### src/rtl/xor_decoding_stream.sv
// xor_decoding_stream: receive-side decoder for the 80-bit XOR-encrypted frame.
// Bytes arrive on a valid/ready stream. Each byte is XORed with a rotating key
// byte and assembled into a shadow frame. The finished plaintext frame is then
// presented downstream with its own valid/ready handshake.
// Optional feature macro: CHECKSUM_EN. When it is defined, each frame carries an
// 11th byte that is checked against the XOR of the ten plaintext bytes.
module xor_decoding_stream #(
    parameter int FRAME_BYTES = 10,
    parameter int KEY_BYTES   = 8
) (
    input  logic                       clk,
    input  logic                       rst,
    input  logic                       key_load,
    input  logic [0:8*KEY_BYTES-1]     final_key,
    input  logic                       in_valid,
    output logic                       in_ready,
    input  logic [0:7]                 in_byte,
    output logic                       out_valid,
    input  logic                       out_ready,
    output logic [0:8*FRAME_BYTES-1]   data_out,
    output logic                       frame_err
);

`ifdef CHECKSUM_EN
    localparam int LAST_IDX = FRAME_BYTES;      // checksum byte follows the data
`else
    localparam int LAST_IDX = FRAME_BYTES - 1;
`endif
    localparam int IDX_W = $clog2(FRAME_BYTES + 1);
    localparam logic [IDX_W-1:0] LAST = IDX_W'(LAST_IDX);

    typedef enum logic [1:0] {
        IDLE,
        RECV,
        HOLD
    } state_t;

    state_t                      state;
    state_t                      state_next;
    logic [IDX_W-1:0]            idx;
    logic [IDX_W-1:0]            idx_next;
    logic [0:8*KEY_BYTES-1]      key_reg;
    logic [0:8*FRAME_BYTES-1]    shadow;
    logic [0:8*FRAME_BYTES-1]    frame_next;
    logic [0:7]                  key_byte;
    logic [0:7]                  dec_byte;
    logic                        byte_xfer;
    logic                        frame_xfer;
    logic                        last_xfer;

    // Handshake outputs derive from the state and are forced low while reset is high.
    assign in_ready   = !rst && (state != HOLD);
    assign out_valid  = !rst && (state == HOLD);
    assign byte_xfer  = in_valid && in_ready;
    assign frame_xfer = out_valid && out_ready;
    assign last_xfer  = byte_xfer && (state == RECV) && (idx == LAST);

    // Select the key byte for the current position (index mod KEY_BYTES) and decode.
    always_comb begin
        key_byte = '0;
        for (int k = 0; k < KEY_BYTES; k++) begin
            if (int'(idx) % KEY_BYTES == k) begin
                key_byte = key_reg[8*k +: 8];
            end
        end
        dec_byte = in_byte ^ key_byte;
    end

    // Merge the decoded byte into its slot. The checksum index has no slot, so it leaves the frame unchanged.
    always_comb begin
        frame_next = shadow;
        if (byte_xfer) begin
            for (int s = 0; s < FRAME_BYTES; s++) begin
                if (int'(idx) == s) begin
                    frame_next[8*s +: 8] = dec_byte;
                end
            end
        end
    end

    // State and byte-index register.
    always_ff @(posedge clk) begin
        // NOTE: registers are written with <= so every flop samples pre-edge values;
        // blocking = here would let later reads in this block see the new value.
        if (rst) begin
            state <= IDLE;
            idx   <= '0;
        end else begin
            state <= state_next;
            idx   <= idx_next;
        end
    end

    // Next-state and index logic.
    always_comb begin
        // NOTE: defaults first, so every path assigns every output and no latch is inferred.
        state_next = state;
        idx_next   = idx;
        case (state)
            IDLE: begin
                if (byte_xfer) begin
                    state_next = RECV;
                    idx_next   = IDX_W'(1);
                end
            end
            RECV: begin
                if (byte_xfer) begin
                    if (idx == LAST) begin
                        state_next = HOLD;
                        idx_next   = '0;
                    end else begin
                        idx_next = idx + IDX_W'(1);
                    end
                end
            end
            HOLD: begin
                if (frame_xfer) begin
                    state_next = IDLE;
                end
            end
            default: begin
                state_next = IDLE;
                idx_next   = '0;
            end
        endcase
    end

    // Key register: loads only in IDLE. A byte decoded in the same cycle still uses the old key.
    always_ff @(posedge clk) begin
        if (rst) begin
            key_reg <= '0;
        end else if (key_load && (state == IDLE)) begin
            key_reg <= final_key;
        end
    end

    // Shadow frame assembly.
    always_ff @(posedge clk) begin
        // NOTE: the shadow has no reset. Every slot is rewritten before the frame is
        // copied to data_out, so stale contents are never observable.
        if (byte_xfer) begin
            shadow <= frame_next;
        end
    end

    // Published frame: updated only on the final byte, so partial frames never appear.
    always_ff @(posedge clk) begin
        if (rst) begin
            data_out <= '0;
        end else if (last_xfer) begin
            data_out <= frame_next;
        end
    end

`ifdef CHECKSUM_EN
    logic [0:7] chk_acc;

    // Running XOR of the plaintext data bytes, and the error flag captured on the checksum byte.
    always_ff @(posedge clk) begin
        if (rst) begin
            chk_acc   <= '0;
            frame_err <= 1'b0;
        end else begin
            if (byte_xfer && (int'(idx) < FRAME_BYTES)) begin
                chk_acc <= (idx == '0) ? dec_byte : (chk_acc ^ dec_byte);
            end
            if (last_xfer) begin
                frame_err <= (dec_byte != chk_acc);
            end else if (frame_xfer) begin
                frame_err <= 1'b0;
            end
        end
    end
`else
    assign frame_err = 1'b0;
`endif

endmodule

### config.mk
export PLATFORM = sky130hd
export DESIGN_NAME = xor_decoding_stream
export DESIGN_NICKNAME = d
export VERILOG_FILES = /design/src/rtl/xor_decoding_stream.sv
export SDC_FILE = /design/constraint.sdc
export NUM_CORES = 1
export LEC_CHECK = 0
export ABC_AREA = 1
export CORE_MARGIN = 2
export CORE_UTILIZATION = 30
export DETAILED_ROUTE_END_ITERATION = 6
export SYNTH_ARGS = -nofsm -noshare
export SYNTH_HDL_FRONTEND = slang
export SYNTH_SLANG_ARGS = --single-unit
### constraint.sdc
create_clock -name clk -period 3.2 [get_ports clk]
set_clock_uncertainty 0.1 [all_clocks]
set_input_delay 0.48 -clock clk [delete_from_list [all_inputs] [get_ports clk]]
set_output_delay 0.48 -clock clk [all_outputs]
set_load 0.005 [all_outputs]
Word-level counts from Yosys, hierarchy flattened
Cells that the tools add are included.
- add/sub/neg operators: 1
- equality and inequality tests: 24
- muxes and demuxes: 28
- bitwise operators: 2
- reductions and logical operators: 13
- operators with widths (cell ; number):
    two-way mux 8 bit ; 18
    two-way mux 80 bit ; 1
    logical NOT 32 bit ; 1
    equality test 4 bit, second input constant ; 7
    equality test 3 bit, second input constant ; 4
    two-way mux 4 bit ; 3
    case mux 4 bit (3 select lines) ; 1
    equality test 4 x 3 -> 1 bit, second input constant ; 2
    two-way mux 2 bit ; 4
    inequality test 2 bit, second input constant ; 4
    XOR 8 bit ; 1
    logical AND 1 bit ; 7
    equality test 3 x 2 -> 1 bit, second input constant ; 2
    case mux 2 bit (3 select lines) ; 1
    adder 4 x 1 -> 4 bit, second input constant ; 1
    equality test 4 x 2 -> 1 bit, second input constant ; 1
    logical NOT 4 bit ; 1
    AND reduction 4 bit ; 1
    equality test 3 x 1 -> 1 bit, second input constant ; 1
    AND reduction 3 bit ; 1
    equality test 2 x 1 -> 1 bit, second input constant ; 1
    equality test 2 bit, second input constant ; 1
    logical NOT 2 bit ; 1
    inequality test 2 x 1 -> 1 bit, second input constant ; 1
    other kinds (2) ; 2
- flip-flop bits (word level): 230
- bits of input ports: 77
- output and inout bits: 83
- logic and storage cells: 73

Depth between registers and ports, before layout
Gate-level depths: netlist (run 1).
- word-level depth: 12
- mapped depth: 18
- mapped depth without buffers: 15

Least setup slack after synthesis (run 1)
OpenSTA, ideal clock, no wires.
- kind: input to register
- from: input port rst
- to: register shadow[43] (netlist bit) (data pin)
- setup time: 252 ps
- data arrival time: 3199 ps
- setup slack: -351 ps
- cell stages on the path: 10
- cells stage by stage: buf_2 -> nor2_2 -> nand2_2 -> inv_1 -> nand4_1 -> inv_1 -> buf_2 -> nand3_1 -> nand2_1 -> inv_1
- cells in the longest elaborated chain, start to end: 4
- RTL lines (what ; RTL line ; RTL):
    from (decl) ; 12 ; input logic rst,
    logical NOT 1 bit ; 52 ; assign in_ready = !rst && (state != HOLD);
    logical AND 1 bit ; 52 ;
    net in_ready ; 16 ; output logic in_ready,
    logical AND 1 bit ; 54 ; assign byte_xfer = in_valid && in_ready;
    net byte_xfer ; 47 ; logic byte_xfer;
    two-way mux 80 bit ; 72 ; if (byte_xfer) begin
    net frame_next, one bit ; 44 ; logic [0:8*FRAME_BYTES-1] frame_next;
    to (signal assigned) ; 142 ; shadow <= frame_next;
    to (decl) ; 43 ; logic [0:8*FRAME_BYTES-1] shadow;
The timed path passes the listed nets, and every way through them passes these cells.
A chain may end at the register's enable or synchronous reset.

Worst setup path in the final report (run 1)
- from: register idx[2]
- to: register shadow[31] (netlist bit) (data pin)
- cells in the longest elaborated chain, start to end: 12
- elaborated cells on any way between the ends: 20
- RTL lines (what ; RTL line ; RTL):
    from (decl) ; 40 ; logic [IDX_W-1:0] idx;
    from (signal assigned) ; 90 ; idx <= idx_next;
    logical NOT 32 bit ; 62 ; if (int'(idx) % KEY_BYTES == k) begin
    two-way mux 8 bit (8 in series) ; 62 ;
    XOR 8 bit ; 66 ; dec_byte = in_byte ^ key_byte;
    two-way mux 8 bit (*) ; 74 ; if (int'(idx) == s) begin
    two-way mux 80 bit (*) ; 72 ;
    net frame_next, one bit ; 44 ;
Mark *: on every way through the listed nets, which the timed path passes. The rest lies on a longest branch.

==> results.txt, run 1 <==
----------------------------------------------------
[Hold path]
  Cell depth of the worst hold path ... 2
  Min-delay src ... key_reg[61]
  End of the worst hold path ... key_reg[61]
  Path category of the worst min-delay check ... reg2reg

[Clocking]
  Number of buffers added to fix hold violations after cts ... 0
  Buffer depth of the longest clock path ... 3
  Setup fix buffers added after clock tree synthesis ... 0
  Root Buffer ... sky130_fd_sc_hd__clkbuf_16
  Total CTS buffers ... 25
  Number of gates given a new drive strength after cts ... 0
  Clk sinks ... 222
  CTS tree ... built
  Reg clk slew, reported paths ... 0.06 ns
  CTS H-tree depth ... 1
  Source-to-sink clock delay at the later pin of the worst-skew pair ... 0.52 ns

[Yosys]
  Number of standard cells after synthesis ... 1208
  Top-area cell type share of the netlist area ... 0.289
  Synthesized area ... 10400 um^2
  Leading cell types by total area after synthesis ... sky130_fd_sc_hd__dfxtp_1 29%, sky130_fd_sc_hd__edfxtp_1 21%, sky130_fd_sc_hd__o21ai_0 6.8%, sky130_fd_sc_hd__nor2_1 5.9%, sky130_fd_sc_hd__nand2_1 5.2%
  Post-synth EDFFs ... 72
  Area share of xor/xnor cells in the synthesized design ... 0
  Main flop type after synthesis ... sky130_fd_sc_hd__dfxtp_1
  Synth Net Count ... 1287
  Count of yosys warnings during synthesis ... 0
  Most area-hungry cell type in the Yosys netlist ... sky130_fd_sc_hd__dfxtp_1
  Average cell area after synthesis ... 8.59 um^2
  List of most frequent post-synthesis cells ... 163 x sky130_fd_sc_hd__nor2_1, 150 x sky130_fd_sc_hd__dfxtp_1, 143 x sky130_fd_sc_hd__nand2_1, 141 x sky130_fd_sc_hd__o21ai_0, 111 x sky130_fd_sc_hd__inv_1
  Adder-cell share of the synthesized area ... 0.00241
  Combinational family with the most area after synthesis ... simple AND/OR/NAND/NOR gates
  Most frequent cell after synthesis ... sky130_fd_sc_hd__nor2_1
  Sequential fraction of the synthesis area ... 0.498
  Simple-gate portion of the synthesized area ... 0.271
  Complex-gate fraction of the synthesized area ... 0.133
  Proportion of register bits with asynchronous set or reset after synthesis ... 0
  Total of flip-flops plus latches after synthesis ... 222
  Multiplexer share of the synthesized area ... 0.000964
  Count of cell types in the netlist ... 31

[Worst setup path]
  Max FO, Critical Path ... 15
  R2R depth ... 15
  Capture point of the worst reg-to-reg path ... shadow[31]
  Worst EP arrival ... 2.94 ns
  Required @ worst endpoint ... 3.37 ns
  Worst-path cell chain ... inv_2 > buf_4 > nand3_2 > nor2_1 > nor2_1 > nand2_1 > nand2_1 > nand2_1 > nand2_1 > nand2_1 > nand2_1 > nand2_1 > nand3_1 > nand2_1 > inv_1
  Largest stage delay, worst path ... 0.41 ns
  Startpoint of the worst register-to-register path ... idx[2]
  Sort of element at the start of the critical path ... register
  Nature of the critical path endpoint ... register
  Master of the slowest instance on the critical path ... sky130_fd_sc_hd__nand2_1
  Most prevalent standard cell on the critical path ... sky130_fd_sc_hd__nand2_1
  Setup slack of the worst register-to-register path ... 0.44 ns
  Type of the worst setup path ... reg2reg

[Final layout]
  NumNets Final ... 1413
  Layout cells sized above 1 ... 0.212
  Final cell count without fillers ... 1809
  Number of flip-flops in the largest register ... 80
  Final core occ ... 0.380
  Area growth from synthesis to layout ... 25.6%

[STA]
  Worst slew slack as a fraction of its limit ... 0.524
  Highest clock rate ... 362 MHz
  RSZ-0062 raised after global routing ... no
  Final min period ... 2.76 ns
  Smallest hold slack ... 0.377 ns
  Count of final setup violators ... 0
  Number of pins exceeding their max-slew limit in the final report ... 0
  Post-Route Setup TNS ... 0 ns
  Post-route clock period utilization ... 0.864
  Worst slew pin tran ... 0.714 ns
  Final Hold Vio Count ... 0

[Detailed routing]
  Via density per instance ... 4.54
  Count of nets left with antenna violations after detail routing ... 0
  Detailed-route wire length ... 28500 um
  Number of violations reported at the end of detailed-routing iteration 0 ... 545
  Count of vias placed by the detailed router ... 8208
  Detailed-route wire length per cell ... 15.7 um
  First-pass iteration count of the detailed router ... 5
  Drc violations ... 0

[Pwr]
  Leak pwr ... 5.27 nW
  Worst-case vdd ir drop ... 0.370 mV
  P per Cell Area ... 519 nW/um^2

[Status]
  Result of the run ... finished, final reports clean

[Floorplan]
  Chip Width ... 190 um
  Number of top-level design ports ... 160
  Die footprint ... 36100 um^2
  Rows ... 68
  DIE HEIGHT ... 190 um
  Starting density of the core ... 0.303
  Total core area ... 34300 um^2

[GRT]
  Number of global-route vias before repair ... 7669
  Number of antenna violations at the first check in global routing ... 2
  Grt total ovfl ... 0
  First-pass GRT wire length ... 44300 um
  Largest net degree at the start of global routing ... 146
  Total global-route track usage ... 0.156

[Placed design]
  Routability-driven placement congestion ratio ... 0.843
  Number of I/O port buffers ... 158
  Post-detailed-placement half-perimeter wirelength ... 19200 um
  Placed Cells ... 1762

[Flow run]
  Max-cap violation count ... 0

----------------------------------------------------
[where the power goes]
part / leakage, nW / internal [mW] / switching, mW
Clock: 0.401 / 1.62 / 1.18
Sequential: 1.90 / 3.05 / 0.0632
Combinational: 2.97 / 0.296 / 0.562
[how the worst max path moves through the flow]
stage | slack (ns) | endpoint | startpoint | depth (start not counted)
3_5_place_dp | 0.44 | shadow[35] | rst | 9
5_1_grt | 0.19 | shadow[55] | idx[2] | 15
4_1_cts | 0.46 | shadow[63] | idx[2] | 15
2_1_floorplan | 0.08 | shadow[46] | rst | 10
3_3_place_gp | 0.47 | shadow[33] | rst | 9
6_report | 0.44 | shadow[31] | idx[2] | 15
[cells in the final DEF, fill, tap and decap left out, drive strengths merged]
cell type and n:
diode 2, conb 1, edfxtp 72, nand3 111, inv 126, o21ai 141, nor3 2, mux2i 1
nand2 161, nand4 7, clkdlybuf4s50 158, o211ai 9, a21oi 86, nor4 1, ha 2, clkbuf 35
dfxtp 150, clkinv 6, or2 81, clkinvlp 1, nor2 180, buf 21
[kinds of logic after synthesis]
group / Yosys count
AND/OR/NAND/NOR: 543
AO/OA/AOI/OAI: 236
flip-flops: 222
buffers and inverters: 203
adder cells (fa/ha/maj): 2
multiplexers: 1
other: 1
[per-stage QoR]
stage	worst slack (ns)	area [um^2]	total power, mW
6_report	0.436	13000	6.76
2_1_floorplan	0.0819	10400	3.75
4_1_cts	0.464	13000	6.83
3_5_place_dp	0.436	12200	4.04
3_3_place_gp	0.468	12200	4.02
5_1_grt	0.190	13000	7.05
[per-layer routing]
metal | track usage | share of wire
met1 | 0.215 | 0.47
met2 | 0.253 | 0.45
met3 | 0.0282 | 0.056
met4 | 0.0364 | 0.020
met5 | 0 | 0
[worst max-delay path, delay by kind of cell (launching register included)]
family	cells	cell delay (ns)
buf+inv	3	0.53
flops	1	0.40
simple gates	12	1.47
[final cells by class]
type	count	area, um^2
diodes	2	5.00
inverters	123	474
clock inverters	10	63.8
repair buffers	179	1790
flip-flops and latches	222	5160
fillers	3508	21200
clock buffers	35	736
multi-input cells	783	4240
well taps	455	569
(Power assumes the default switching activity.)
==> run 2: changes to the inputs <==
ABC_CLOCK_PERIOD_IN_PS = 3200   (was default)
CELL_PAD_IN_SITES_DETAIL_PLACEMENT = 0   (was default)
CELL_PAD_IN_SITES_GLOBAL_PLACEMENT = 1   (was default)
CORE_MARGIN = default   (was 2)
PLACE_DENSITY_LB_ADDON = 0.1   (was default)
==> results.txt, run 2 (synthesis gave the netlist of run 1 again) <==
----------------------------------------------------
[Status]
  Result of the run ... finished, final reports clean

[STA]
  Post-Route Setup TNS ... 0 ns (unchanged)
  RSZ-0062 raised after global routing ... no
  Post-route clock period utilization ... 0.872 (+0.00841)
  Final Worst Setup Slack ... 0.409 ns (-0.0269 ns)
  Number of pins exceeding their max-slew limit in the final report ... 0 (unchanged)
  Worst slew slack as a fraction of its limit ... 0.544 (+0.0199)
  Final Hold Vio Count ... 0 (unchanged)
  Highest clock rate ... 358 MHz (-0.96%)
  Count of final setup violators ... 0 (unchanged)
  Final min period ... 2.79 ns (+0.0269 ns)
  Worst slew pin tran ... 0.685 ns (-0.0298 ns)

[Final layout]
  Layout cells sized above 1 ... 0.214 (+0.00243)
  Final standard cell area without fillers ... 13100 um^2 (+0.65%)
  Final core occ ... 0.388 (+0.00819)
  Final cell count without fillers ... 1808 (-0.055%)
  Area growth from synthesis to layout ... 26.4%
  Commonest non-fill, non-tap cells in the layout ... 163 x sky130_fd_sc_hd__nor2_1, 158 x sky130_fd_sc_hd__clkdlybuf4s50_1, 150 x sky130_fd_sc_hd__dfxtp_1, 143 x sky130_fd_sc_hd__nand2_1, 141 x sky130_fd_sc_hd__o21ai_0
  NumNets Final ... 1419 (+0.42%)
  Antenna Diode Count ... 0 (-2)
  Number of flip-flops in the largest register ... 80 (unchanged)
  Most common cell after layout, fill and taps aside ... sky130_fd_sc_hd__nor2_1

[Detailed routing]
  Count of nets left with antenna violations after detail routing ... 0 (unchanged)
  Detailed-route wire length ... 29300 um (+2.7%)
  Drc violations ... 0 (unchanged)
  First-pass iteration count of the detailed router ... 7 (+2)
  Count of vias placed by the detailed router ... 8079 (-1.6%)
  Via density per instance ... 4.47 (-1.5%)
  Detailed-route wire length per cell ... 16.2 um (+2.8%)
  Number of violations reported at the end of detailed-routing iteration 0 ... 436 (-20%)

[Placed design]
  Placed Cells ... 1759 (-0.17%)
  Cell area after placement ... 12300 um^2 (+0.17%)
  Number of I/O port buffers ... 158 (unchanged)
  Pre-CTS setup slack ... 0.365 ns (-0.0714 ns)
  Post-detailed-placement half-perimeter wirelength ... 19800 um (+3.5%)
  Routability-driven placement congestion ratio ... 0.724 (-14%)

[Pwr]
  Switching share of power ... 0.260 (-0.00675)
  Leak pwr ... 5.31 nW (+0.90%)
  P per Cell Area ... 533 nW/um^2 (+2.7%)
  Fraction of power consumed by combinational cells ... 0.124 (-0.003)
  Worst-case vdd ir drop ... 0.316 mV (-15%)
  Pint ... 5.18 mW (+4.4%)
  Part of the total power dissipated in sequential elements ... 0.445 (-0.015)
  Share of power burned in the clock network ... 0.431 (+0.018)
  Switching Power ... 1.82 mW (+0.80%)

[GRT]
  Number of global-route vias before repair ... 7953 (+3.7%)
  Grt total ovfl ... 0 (unchanged)
  Largest net degree at the start of global routing ... 68 (-53%)
  First-pass GRT wire length ... 46300 um (+4.6%)
  Number of antenna violations at the first check in global routing ... 2 (unchanged)
  Total global-route track usage ... 0.167 (+0.0111)

[Worst setup path]
  Nature of the critical path endpoint ... register
  Sort of element at the start of the critical path ... register
  Max FO, Critical Path ... 16 (+1)
  Required @ worst endpoint ... 3.38 ns (about the same)
  Worst EP arrival ... 2.97 ns (+0.03 ns)
  Type of the worst setup path ... reg2reg

[Floorplan]
  Total core area ... 33800 um^2 (-1.5%)
  DIE HEIGHT ... 188 um (-1.1%)
  Die footprint ... 35400 um^2 (-2.1%)
  Rows ... 67 (-1.5%)
  Starting density of the core ... 0.307 (+0.00452)
  Number of top-level design ports ... 160 (unchanged)
  Chip Width ... 188 um (-1.1%)

[Clocking]
  Clk sinks ... 222 (unchanged)
  Source-to-sink clock delay at the later pin of the worst-skew pair ... 0.53 ns (about the same)
  Setup fix buffers added after clock tree synthesis ... 0 (unchanged)
  Reg clk slew, reported paths ... 0.06 ns (about the same)
  Number of gates given a new drive strength after cts ... 0 (unchanged)
  Root Buffer ... sky130_fd_sc_hd__clkbuf_16
  Total CTS buffers ... 27 (+8.0%)
  CTS H-tree depth ... 1 (unchanged)
  Number of buffers added to fix hold violations after cts ... 0 (unchanged)
  Buffer depth of the longest clock path ... 3 (unchanged)
  CTS tree ... built

[Hold path]
  Path category of the worst min-delay check ... reg2reg

[Flow run]
  Max-cap violation count ... 0 (unchanged)

----------------------------------------------------
-- run 2: changes by cell type in the layout (fill, tap and decap cells not counted), moves of 2 or more --
| cell | delta |
|---|---|
| sky130_fd_sc_hd__inv_4 | -3 |
| sky130_fd_sc_hd__inv_8 | -2 |
| sky130_fd_sc_hd__clkinv_2 | +3 |
| sky130_fd_sc_hd__bufinv_16 | +3 |
| sky130_fd_sc_hd__clkinv_1 | +3 |
| sky130_fd_sc_hd__diode_2 | -2 |
| sky130_fd_sc_hd__buf_4 | +4 |
-- run 2: worst paths after layout --
check                            startpoint           to  slack (ns)  cells past startpoint
worst min register to register  key_reg[58]  key_reg[58]        0.38                      2
worst max-delay path                 idx[2]   shadow[70]        0.41                     15
worst max register to register       idx[2]   shadow[70]        0.41                     15
worst min-delay path            key_reg[58]  key_reg[58]        0.38                      2
-- run 2: area by class of cell --
class	instances	area, um^2
sequential	222	5160
timing repair buffer	183	1820
inverter	123	474
clock inverter	15	146
multi-input combinational	783	4240
tap	448	561
clock buffer	34	722
fill	3457	20700
-- run 2: per-layer routing --
layer  global-route usage  vias to the layer above  wire length (um)
met5                    0                        -                31
li1                     -                     4198                 -
met4               0.0419                        4               536
met1                0.232                     3659             14200
met2                0.270                      173             13200
met3               0.0236                       45              1250
-- run 2: worst max-delay path, stage by stage, from the launching register on --
cell,delay (ns)
sky130_fd_sc_hd__dfxtp_1,0.48
sky130_fd_sc_hd__inv_2,0.19
sky130_fd_sc_hd__ha_1,0.37
sky130_fd_sc_hd__nor2_1,0.15
sky130_fd_sc_hd__nand2_1,0.10
sky130_fd_sc_hd__nand2_1,0.08
sky130_fd_sc_hd__nand2_1,0.06
sky130_fd_sc_hd__nand2_1,0.07
sky130_fd_sc_hd__nand2_1,0.06
sky130_fd_sc_hd__nand2_2,0.09
sky130_fd_sc_hd__nand2_1,0.05
sky130_fd_sc_hd__nand2_1,0.26
sky130_fd_sc_hd__buf_4,0.21
sky130_fd_sc_hd__nand3_1,0.08
sky130_fd_sc_hd__nand2_1,0.12
sky130_fd_sc_hd__inv_1,0.05
-- run 2: metrics by stage --
step / hold WS, ns / power [mW]
2_1_floorplan: 0.347 / 3.75
3_3_place_gp: 0.359 / 4.06
3_5_place_dp: 0.369 / 4.06
4_1_cts: 0.383 / 7.12
5_1_grt: 0.402 / 7.33
6_report: 0.377 / 6.99
-- run 2: power groups by stage --
| stage | registers [mW] | clock network (mW) | logic, mW |
|---|---|---|---|
| after global placement | 3.17 | 0 | 0.882 |
| after detailed placement | 3.17 | 0 | 0.886 |
| after CTS | 3.11 | 3.11 | 0.889 |
| after floorplan | 3.15 | 0 | 0.599 |
| after global routing | 3.13 | 3.23 | 0.973 |
| final | 3.11 | 3.01 | 0.869 |
